--- src/rtl/ad_ip_jesd204_tpl_dac_chan_src.sv ---
// Per-channel DAC sample source: DDS, DMA, pattern, zero, PN7, PN15 or ramp, registered toward the framer.
// Define DAC_TPL_PN_INVERT_EN to add codes 4/5 (bitwise-inverted PN7/PN15).
module ad_ip_jesd204_tpl_dac_chan_src #(
    parameter int DATA_PATH_WIDTH      = 4,
    parameter int CONVERTER_RESOLUTION = 16
) (
    input  logic                            link_clk,
    input  logic                            dac_rst,
    input  logic                            dac_sync,
    input  logic [3:0]                      dac_data_sel,
    input  logic                            dac_mask_enable,
    input  logic [15:0]                     dac_pat_data_0,
    input  logic [15:0]                     dac_pat_data_1,
    input  logic [DATA_PATH_WIDTH*16-1:0]   dds_data,
    input  logic [DATA_PATH_WIDTH*16-1:0]   dma_data,
    output logic [DATA_PATH_WIDTH*16-1:0]   dac_data
);

    localparam int DW    = DATA_PATH_WIDTH * CONVERTER_RESOLUTION;
    localparam int BIT_W = $clog2(DW);

    logic [3:0]    sel_prev;
    logic          restart;
    logic          pn7_run;
    logic          pn15_run;
    logic          ramp_run;

    logic [6:0]    pn7_state;
    logic [6:0]    pn7_cur;
    logic [6:0]    pn7_adv;
    logic [DW-1:0] pn7_word;
    logic [14:0]   pn15_state;
    logic [14:0]   pn15_cur;
    logic [14:0]   pn15_adv;
    logic [DW-1:0] pn15_word;
    logic [15:0]   ramp_base;
    logic [15:0]   ramp_cur;
    logic [DW-1:0] ramp_word;
    logic [DW-1:0] pat_word;
    logic [DW-1:0] data_mux;

    // A sync pulse and a select change in the same cycle collapse into one restart.
    assign restart  = dac_sync | (dac_data_sel != sel_prev);

    // Restart reloads the seed in the same cycle, so the next beat is the sequence start.
    assign pn7_cur  = restart ? 7'h7F    : pn7_state;
    assign pn15_cur = restart ? 15'h7FFF : pn15_state;
    assign ramp_cur = restart ? 16'h0000 : ramp_base;

    always_comb begin
        pn7_run  = (dac_data_sel == 4'd6);
        pn15_run = (dac_data_sel == 4'd7);
        ramp_run = (dac_data_sel == 4'd11);
`ifdef DAC_TPL_PN_INVERT_EN
        pn7_run  = pn7_run  | (dac_data_sel == 4'd4);
        pn15_run = pn15_run | (dac_data_sel == 4'd5);
`endif
    end

    // Unrolled LFSR: first generated bit of each 16-bit slot lands in the sample MSB.
    always_comb begin
        pn7_adv  = pn7_cur;
        pn7_word = '0;
        for (int k = 0; k < DATA_PATH_WIDTH; k++) begin
            for (int j = 0; j < 16; j++) begin
                pn7_adv = {pn7_adv[5:0], pn7_adv[6] ^ pn7_adv[5]};
                pn7_word[BIT_W'(k * 16 + 15 - j)] = pn7_adv[0];
            end
        end
    end

    always_comb begin
        pn15_adv  = pn15_cur;
        pn15_word = '0;
        for (int k = 0; k < DATA_PATH_WIDTH; k++) begin
            for (int j = 0; j < 16; j++) begin
                pn15_adv = {pn15_adv[13:0], pn15_adv[14] ^ pn15_adv[13]};
                pn15_word[BIT_W'(k * 16 + 15 - j)] = pn15_adv[0];
            end
        end
    end

    for (genvar k = 0; k < DATA_PATH_WIDTH; k++) begin : g_sample
        assign ramp_word[k*16 +: 16] = ramp_cur + 16'(k);
        if (k % 2 == 0) begin : g_even
            assign pat_word[k*16 +: 16] = dac_pat_data_0;
        end else begin : g_odd
            assign pat_word[k*16 +: 16] = dac_pat_data_1;
        end
    end

    always_comb begin
        data_mux = '0;
        case (dac_data_sel)
            4'd0:    data_mux = dds_data;
            4'd1:    data_mux = pat_word;
            4'd2:    data_mux = dma_data;
            4'd6:    data_mux = pn7_word;
            4'd7:    data_mux = pn15_word;
            4'd11:   data_mux = ramp_word;
`ifdef DAC_TPL_PN_INVERT_EN
            4'd4:    data_mux = ~pn7_word;
            4'd5:    data_mux = ~pn15_word;
`endif
            default: data_mux = '0;
        endcase
    end

    always_ff @(posedge link_clk) begin
        if (dac_rst) begin
            dac_data   <= '0;
            sel_prev   <= 4'h3;
            pn7_state  <= 7'h7F;
            pn15_state <= 15'h7FFF;
            ramp_base  <= 16'h0000;
        end else begin
            dac_data   <= dac_mask_enable ? data_mux : '0;
            sel_prev   <= dac_data_sel;
            pn7_state  <= pn7_run  ? pn7_adv  : pn7_cur;
            pn15_state <= pn15_run ? pn15_adv : pn15_cur;
            ramp_base  <= ramp_run ? ramp_cur + 16'(DATA_PATH_WIDTH) : ramp_cur;
        end
    end

endmodule

--- config.mk ---
export PLATFORM = sky130hd
export DESIGN_NAME = ad_ip_jesd204_tpl_dac_chan_src
export DESIGN_NICKNAME = d
export VERILOG_FILES = /design/src/rtl/ad_ip_jesd204_tpl_dac_chan_src.sv
export SDC_FILE = /design/constraint.sdc
export NUM_CORES = 1
export LEC_CHECK = 0
export BUFFER_PORTS_ARGS = -buffer_cell sky130_fd_sc_hd__buf_2
export CAP_MARGIN = 40
export CORE_MARGIN = 8
export CORE_UTILIZATION = 30
export CTS_BUF_LIST = sky130_fd_sc_hd__clkbuf_8
export DETAILED_ROUTE_END_ITERATION = 7
export PLACE_DENSITY = 0.64
export SETUP_SLACK_MARGIN = 0.02
export SYNTH_ARGS = -nofsm -noshare
export SYNTH_HDL_FRONTEND = slang
export SYNTH_SLANG_ARGS = --single-unit
--- constraint.sdc ---
create_clock -name link_clk -period 3.6 [get_ports link_clk]
set_input_delay 0.72 -clock link_clk [delete_from_list [all_inputs] [get_ports link_clk]]
set_output_delay 0.72 -clock link_clk [all_outputs]
set_load 0.05 [all_outputs]
After elaboration in Yosys (flattened, before gate mapping) --
Cells that the tools add are included.
Cells by class: add/sub/neg operators 4, equality and inequality tests 6, muxes and demuxes 7, bitwise logic cells 130, reduce and logical (&&, ||, !) cells 2
Operators by type and width (number):
- 64-bit case mux with 6 select lines | 1
- 1-bit XOR | 128
- 16-bit by 2-bit adder with 16-bit output, second input constant | 2
- 16-bit 2-to-1 mux | 2
- 15-bit 2-to-1 mux | 2
- 16-bit by 1-bit adder with 16-bit output, second input constant | 1
- 16-bit by 3-bit adder with 16-bit output, second input constant | 1
- 7-bit 2-to-1 mux | 2
- 4-bit by 3-bit equality test with 1-bit output, second input constant | 2
- 4-bit by 1-bit equality test with 1-bit output, second input constant | 1
- 4-bit by 2-bit equality test with 1-bit output, second input constant | 1
- 4-bit equality test, second input constant | 1
- 4-bit logical NOT | 1
- 4-bit inequality test | 1
- 2-bit OR reduction | 1
- 1-bit NOT | 1
- 1-bit OR | 1
Storage, ports and cells: flip-flop bits (word level) 106, input port bits 168, output and inout port bits 64

Depth between registers and ports, before layout --
Gate-level depths: netlist of the first run.
depth in word-level cells 15, mapped depth 12, depth with buffers taken out 10

Least setup slack after synthesis of the first run --
OpenSTA, ideal clock, no wires.
kind input to register, start input dac_data_sel[2], end register dac_data[28], setup time 74 ps, arrival time 3099 ps, setup slack 427 ps, stages on the path 12, buffers on the path 2, cells stage by stage buf_2 xor2_1 nor3_1 nand3_1 inv_1 ha_1 clkbuf_1 nand4_1 nor4_1 xor2_1 nand2_1 a31oi_1
On the way: longest elaborated chain between the ends 8, elaborated cells between the ends (all ways) 24, those cells by class add/sub: 1; eq/ne: 6; mux: 4; bitwise: 12; reduce/logical: 1
Ends and longest elaborated chain:
- start, declared | RTL line 10 | input logic [3:0] dac_data_sel,
- parallel branches: the longest is 7 deep, another holds 16-bit by 1-bit adder with 16-bit output
- 64-bit case mux with 6 select lines * | RTL line 94 | case (dac_data_sel)
- end signal, assigned | RTL line 117 | dac_data <= dac_mask_enable ? data_mux : '0;
- end, declared | RTL line 16 | output logic [DATA_PATH_WIDTH*16-1:0] dac_data
Every way passes the cells marked *. A chain may end at the register's enable or synchronous reset.

Worst setup path after layout of the first run --
start input dac_data_sel[2], end register dac_data[63]
On the way: longest elaborated chain between the ends 5, elaborated cells between the ends (all ways) 11, those cells by class add/sub: 1; eq/ne: 6; mux: 2; bitwise: 1; reduce/logical: 1
Ends and longest elaborated chain:
- 4-bit inequality test | RTL line 43 | assign restart = dac_sync | (dac_data_sel != sel_prev);
- 1-bit OR | RTL line 43
- 16-bit 2-to-1 mux | RTL line 48 | assign ramp_cur = restart ? 16'h0000 : ramp_base;
- 16-bit by 2-bit adder with 16-bit output | RTL line 84 | assign ramp_word[k*16 +: 16] = ramp_cur + 16'(k);
- 64-bit case mux with 6 select lines * | RTL line 94
Every way passes the cells marked *; elsewhere a longest branch is shown, timed or not.

==> results of run 1 <==
==> area by class of cell <==
type	instances	area, sq um	area share
timing repair buffer	277	1550	0.184
sequential	106	2120	0.252
clock buffer	10	138	0.0163
clock inverter	6	72.6	0.00860
multi-input combinational	631	4160	0.493
inverter	11	41.3	0.00490
tap	280	350	0.0415
==> worst max path at each step <==
| stage | startpoint | to | slack [ns] |
|---|---|---|---|
| 2_1_floorplan | dac_data_sel[2] | dac_data[28] | 0.43 |
| 6_report | dac_data_sel[2] | dac_data[63] | 0.79 |
| 3_5_place_dp | dac_data_sel[2] | dac_data[63] | 0.38 |
| 3_3_place_gp | dac_data_sel[2] | dac_data[63] | 0.40 |
| 4_1_cts | dac_data_sel[2] | dac_data[63] | 0.83 |
| 5_1_grt | dac_data_sel[2] | dac_data[53] | 0.51 |
==> layer usage <==
layer,part of all wire,up-vias,track usage
met5,0.00070,-,0
met3,0.10,49,0.0449
met2,0.45,476,0.364
met4,0.027,4,0.0835
met1,0.42,3554,0.308
li1,-,3426,-
==> worst max-delay path: cells and delay by family <==
family,cells,cell delay (ns)
adders and majority gates,1,0.25
xor gates and xnor gates,2,0.28
AOI/OAI and AO/OA,2,0.59
buffers and inverters,3,0.69
and+or+nand+nor,4,0.53
==> metrics by stage <==
stage | instance area, sq um | power [mW] | instances | hold slack, ns
2_1_floorplan | 6650 | 1.40 | 839 | 0.520
3_3_place_gp | 8210 | 1.61 | 1303 | 0.553
3_5_place_dp | 8220 | 1.61 | 1305 | 0.560
4_1_cts | 8430 | 2.43 | 1321 | 0.560
5_1_grt | 8430 | 2.50 | 1321 | 0.563
6_report | 8430 | 2.42 | 1321 | 0.571
==> cell usage in the layout (no fill, tap or decap), types with 5 or more instances in the layout <==
cell type / n
buf_2: 231
dfxtp_1: 106
nand2_1: 88
xnor2_1: 70
xor2_1: 64
a21oi_1: 62
nor2_1: 46
o21ai_0: 46
buf_4: 42
a222oi_1: 31
a22oi_1: 30
a31oi_1: 25
nor3_1: 21
o22ai_1: 19
nand3_1: 14
nand4_1: 13
or3_1: 11
inv_1: 11
clkbuf_8: 10
o211ai_1: 8
mux2i_1: 8
a22o_1: 8
a221oi_1: 8
nor2b_1: 6
ha_1: 5
==> state kept, by name, indices dropped and copies added, names as in the netlist <==
signal,cells
dac_data,64
pn7_state,7
ramp_base,16
sel_prev,4
pn15_state,15
==> where the power goes <==
part,switching (mW),internal (mW)
logic,0.236,0.156
registers,0.0122,1.18
clock network,0.485,0.350
total,0.734,1.69
==> cell families (layout without fill, tap and decap cells) <==
group,count (synthesis),after routing,synth area share
buffers and inverters,102,304,0.0604
and+or+nand+nor,229,229,0.166
xor gates and xnor gates,134,134,0.177
DFF,106,106,0.319
adders and majority gates,5,5,0.00941
muxes,10,10,0.0154
AOI/OAI and AO/OA,253,253,0.253
==> impl_metrics.csv, run 1 <==
group,metric,value,unit
timing,fmax,355,MHz
min_path,hold_end,"dac_data[37]",
global_routing,groute.usage.overall,0.231,
place,gp_congestion,0.943,
timing,skew,0.0174,ns
final_layout,nets,1209,
timing,report.final.hold_viol_count,0,
critical_path,path_cells,"buf_2, xor2_1, nor3_1, buf_4, buf_4, nand3_1, ha_1, a22oi_1, nor2_1, nand2_1, xor2_1, o22ai_1",
place,portBuffers,231,
die,core_area,21800,sq um
critical_path,r2r-start,"sel_prev[3]",
min_path,hp-class,"input pin to register",
critical_path,path_max_fanout,16,
timing,setup_viol,0,
synthesis,synth_edf_count,0,
synthesis,yosys-top-cells-area,"dfxtp_1 (32%), xnor2_1 (9.2%), xor2_1 (8.4%), nand2_1 (5.0%), a21oi_1 (4.7%)",
detailed_routing,routed_wl,32700,microns
detailed_routing,via_per_inst,5.68,
synthesis,netlist_top_cells_count,"dfxtp_1 (106), nand2_1 (88), xnor2_1 (70)",
global_routing,grt_max_degree,46,
synthesis,synth-seq-cells,106,
cts,tritoncts,"yes",
die,io_pins,232,
die,die_width,165,microns
cts,clk_pin_slew,0.12,ns
global_routing,antenna_found_initial,2,
global_routing,gr-total-overflow,0,
critical_path,path_class,"input pin to register",
detailed_routing,first_pass_iters,7,
critical_path,critPathMaxStageDelay,0.49,ns
power_and_ir_drop,peakVddDrop,0.000150,V
die,fp.dieH,165,microns
critical_path,worstPathArrival,3.08,ns
synthesis,netlist_instances,839,
final_layout,nFillCells,2297,
place,dp_slack,0.380,ns
timing,drv_slew,0,
critical_path,cp_slowest_cell,"a22oi_1",
synthesis,synth_fp_nets,1012,
synthesis,yosys.cell_count.top_type,"dfxtp_1",
power_and_ir_drop,p_leak,3.33,nW
min_path,hold_start,"dac_pat_data_0[5]",
cts,ctsHoldBuffers,0,
final_layout,antenna_cells,0,
critical_path,r2r.worst_path.cells,10,
detailed_routing,drt_iter0_markers,932,
critical_path,critPathLaunchType,"input pin",
detailed_routing,routedWlPerCell,24.7,microns
final_layout,drive_gt1_frac,0.294,
status,status,"finished clean",
die,fp-row-count,54,
power_and_ir_drop,powerDensity,287,nW/um^2
timing,worst_slew_margin_rel,0.410,
cts,cts_setup_buffers,0,
die,dieArea,27200,sq um
job,maxCapViolations,0,
synthesis,yosys.area.top_type_share,0.319,
cts,cts_resized,0,
detailed_routing,postRouteAntennaNets,0,
cts,cts_buffers,9,
timing,rsz0062_at_grt,"no",
critical_path,rr_endpoint,"dac_data[46]",
detailed_routing,drc,0,
synthesis,synth.cell_area,6650,sq um
place,hpwl,25800,microns
timing,finalCritPeriodShare,0.782,
critical_path,endpoint_kind,"register",
critical_path,rrSetupSlack,0.89,ns
min_path,hold_depth,3,
cts,cts.path.max_buffers,2,
synthesis,ys.flop_type,"dfxtp_1",
detailed_routing,vias,7509,
final_layout,area_growth,26.9,%
synthesis,synthArstFlopShare,0,
critical_path,critPathRequiredTime,3.87,ns
final_layout,utilization,0.388,
synthesis,ys_seq_area_frac,0.319,
synthesis,yosys_warnings,0,
die,initial_core_util,0.305,
timing,worst_slew_pin_slew,0.882,ns
synthesis,synth.largest_area_cell,"dfxtp_1",
timing,min_period,2.81,ns
synthesis,syn-mean-instance-area,7.92,sq um
global_routing,grt_pass1_vias,7408,
cts,root_buffer,"clkbuf_8",
timing,fin_tns_setup,0,ns
synthesis,synthDistinctLibCells,53,
cts,htreeDepth,3,
timing,fin_ws,0.786,ns
cts,cts_sinks,106,
global_routing,grt_pass1_wl,47200,microns
cts,clk_latency,0.40,ns
No activity file was read; power rests on OpenSTA's default activity.
==> inputs of run 2 (changes only) <==
--- a/config.mk
+++ b/config.mk
@@ -5,13 +5,14 @@
 export SDC_FILE = /design/constraint.sdc
 export NUM_CORES = 1
 export LEC_CHECK = 0
+export ABC_AREA = 1
 export BUFFER_PORTS_ARGS = -buffer_cell sky130_fd_sc_hd__buf_2
 export CAP_MARGIN = 40
 export CORE_MARGIN = 8
 export CORE_UTILIZATION = 30
 export CTS_BUF_LIST = sky130_fd_sc_hd__clkbuf_8
 export DETAILED_ROUTE_END_ITERATION = 7
-export PLACE_DENSITY = 0.64
+export PLACE_DENSITY = 0.63
 export SETUP_SLACK_MARGIN = 0.02
 export SYNTH_ARGS = -nofsm -noshare
 export SYNTH_HDL_FRONTEND = slang
==> constraint.sdc (replaced) <==
create_clock -name link_clk -period 2.9 [get_ports link_clk]
set_input_delay 0.58 -clock link_clk [delete_from_list [all_inputs] [get_ports link_clk]]
set_output_delay 0.58 -clock link_clk [all_outputs]
set_load 0.05 [all_outputs]
==> run 2 against run 1 <==
Compared with the run above:
- clock-buffer cell count is 1 lower
- hold slack got worse by 0.18 ns
- sequential power is 24% higher
- global-route usage grew 0.80 points
- via count up 29%
- critical path depth increased by 4
- cell count grew 39%
- clock power up 28%
- core utilization up 4.1 points
- die area up 10%
- critical endpoint is now dac_data[28]
- synthesized cell count up 36%
- highest routed layer unchanged
==> impl_metrics.csv, run 2 <==
group,metric,value,unit
critical_path,cp_top_family,"simple AND/OR/NAND/NOR gates",
global_routing,grt_max_degree,34,
cts,root_buffer,"clkbuf_8",
synthesis,yosys.area.top_type_share,0.286,
critical_path,path_max_fanout,11,
min_path,hold_end,"dac_data[53]",
critical_path,critPathMaxStageDelay,0.36,ns
job,maxCapViolations,0,
detailed_routing,drc,0,
synthesis,synth.cell_area,7410,sq um
power_and_ir_drop,powerDensity,290,nW/um^2
critical_path,r2r.worst_path.cells,16,
timing,finalCritPeriodShare,0.920,
detailed_routing,postRouteAntennaNets,0,
synthesis,ys_seq_area_frac,0.286,
global_routing,grt_pass1_vias,9388,
timing,rsz0062_at_grt,"yes",
cts,clk_pin_slew,0.13,ns
critical_path,critPathRequiredTime,3.16,ns
die,die_width,173,microns
min_path,hold_depth,3,
cts,cts_buffers,9,
synthesis,synthDistinctLibCells,53,
critical_path,r2r-start,"sel_prev[2]",
place,gp_congestion,1.06,
cts,cts_sinks,106,
cts,htreeDepth,3,
timing,setup_viol,0,
critical_path,path_class,"register to register",
final_layout,nFillCells,2595,
die,io_pins,232,
global_routing,grt_pass1_wl,55900,microns
synthesis,synth_edf_count,0,
synthesis,synth_fp_nets,1316,
detailed_routing,routed_wl,37300,microns
final_layout,design_area,10400,sq um
final_layout,nets,1682,
synthesis,yosys-top-cells-area,"dfxtp_1 (29%), nand2_1 (17%), inv_1 (6.1%), nor2_1 (4.3%), nand3_1 (4.2%)",
synthesis,ys.flop_type,"dfxtp_1",
cts,clk_latency,0.42,ns
detailed_routing,via_per_inst,5.25,
critical_path,worst_path_most_repeated_cell,"nand2_1",
final_layout,max_flop_register,"dac_data",
min_path,hp-class,"input pin to register",
place,portBuffers,231,
timing,min_period,2.67,ns
critical_path,cp_slowest_cell,"dfxtp_1",
final_layout,mostFrequentLayoutCells,"nand2_1 (340), buf_2 (231), buf_4 (162)",
place,hpwl,30800,microns
power_and_ir_drop,p_leak,4.89,nW
final_layout,reg.largest.list,"dac_data x64, ramp_base x16, pn15_state x15",
critical_path,rrSetupSlack,0.23,ns
synthesis,syn-mean-instance-area,6.48,sq um
die,initial_core_util,0.305,
critical_path,worstPathArrival,2.93,ns
timing,skew,0.0239,ns
synthesis,synth-seq-cells,106,
power_and_ir_drop,peakVddDrop,0.000186,V
critical_path,critPathLaunchType,"register",
die,fp.dieH,173,microns
final_layout,area_growth,40.8,%
cts,ctsHoldBuffers,0,
detailed_routing,routedWlPerCell,20.3,microns
timing,drv_slew,0,
global_routing,groute.usage.overall,0.239,
die,fp-row-count,57,
place,post_dp_cell_area,10100,sq um
final_layout,largest_register_ffs,64,
cts,tritoncts,"yes",
global_routing,gr-total-overflow,0,
die,core_area,24300,sq um
critical_path,path_cells,"inv_1, nand2_1, nand2_1, nor2_2, nand3_4, buf_12, nor2_4, ha_1, nand2_1, nor2_2, nand2_1, nor3_2, nor3_2, buf_4, nor2_1, a21oi_1",
min_path,hold_start,"dds_data[53]",
synthesis,netlist_instances,1143,
timing,timing.hold.ws,0.393,ns
final_layout,final_common_cell,"nand2_1",
detailed_routing,vias,9653,
global_routing,antenna_found_initial,2,
timing,fmax,375,MHz
critical_path,endpoint_kind,"register",
die,dieArea,30000,sq um
synthesis,yosys.cell_count.top_type,"nand2_1",
critical_path,cp_num_buf_inv,3,
cts,cts.path.max_buffers,2,
timing,worst_slew_pin_slew,0.679,ns
final_layout,drive_gt1_frac,0.338,
synthesis,yosys_warnings,0,
timing,report.final.hold_viol_count,0,
synthesis,synth.largest_area_cell,"dfxtp_1",
critical_path,rr_endpoint,"dac_data[28]",
synthesis,netlist_top_cells_count,"nand2_1 (340), inv_1 (120), dfxtp_1 (106)",
timing,worst_slew_margin_rel,0.547,
detailed_routing,first_pass_iters,6,
status,status,"finished clean",
detailed_routing,drt_iter0_markers,1138,
synthesis,synthArstFlopShare,0,
## run 2: cell types whose count changed after synthesis, sizes merged, moves of 31 or more
cell / delta
xor2: -34
nand3: +50
nand2: +268
nor2: +60
xnor2: -54
a222oi: -31
clkbuf: -33
inv: +127
## run 2: per-stage QoR
step | setup slack [ns] | util | TNS [ns] | total power [mW] | cells
final | 0.232 | 0.429 | 0 | 3.03 | 1839
after global routing | -0.0211 | 0.429 | -0.0334 | 3.14 | 1839
after CTS | 0.0915 | 0.426 | 0 | 3.04 | 1838
after detailed placement | -0.261 | 0.417 | -1.79 | 1.98 | 1822
after global placement | -0.262 | 0.417 | -2.00 | 1.98 | 1822
after floorplan | 0.105 | - | 0 | 1.72 | 1143
## run 2: logic make-up after synthesis
family,share of synthesized area
AOI/OAI and AO/OA,0.211
buffers and inverters,0.0956
xor gates and xnor gates,0.0640
DFF,0.286
and+or+nand+nor,0.335
adders and majority gates,0.00844
## run 2: worst max-delay path by stage
stage / from / end / slack (ns) / cells past startpoint
CTS: sel_prev[3] / dac_data[20] / 0.09 / 16
global placement: dac_data_sel[3] / dac_data[20] / -0.26 / 16
global route: sel_prev[0] / pn7_state[4] / -0.02 / 22
detailed placement: dac_data_sel[3] / dac_data[20] / -0.26 / 16
floorplan: dac_data_sel[3] / dac_data[60] / 0.10 / 18
finish: sel_prev[2] / dac_data[28] / 0.23 / 16
## run 2: routing by layer
layer  global-route usage  up-vias  wire (microns)  part of all wire
met5                    0        -              13           0.00035
met2                0.383      572           16600              0.45
li1                     -     4541               -                 -
met4                0.105        2            1450             0.039
met1                0.304     4474           15200              0.41
met3               0.0523       64            3950              0.11
## run 2: worst register-to-register path, cell delays in order (launching register included)
cell     delay, ns
dfxtp_1       0.36
inv_1         0.06
nand2_1       0.05
nand2_1       0.05
nor2_2        0.15
nand3_4       0.12
buf_12        0.19
nor2_4        0.12
ha_1          0.21
nand2_1       0.12
nor2_2        0.22
nand2_1       0.16
nor3_2        0.18
nor3_2        0.06
buf_4         0.14
nor2_1        0.20
a21oi_1       0.13
## run 2: layout make-up
class	instances	area [sq um]	share of cell area
repair buffers	399	2480	0.238
well taps	324	405	0.0388
clock inverters	7	96.3	0.00923
diodes	1	2.50	0.000240
multi-input cells	855	4680	0.449
inverters	138	518	0.0496
flip-flops and latches	106	2120	0.203
clock buffers	9	124	0.0119
## run 2: what timing repair did
item,CTS,global route
gates resized for setup,0,14
setup buffers,0,0
endpoints found under the setup margin,0,12
## run 2: report_power, final
group | internal (mW) | switching [mW]
logic | 0.185 | 0.289
registers | 1.47 | 0.0126
clock network | 0.422 | 0.647
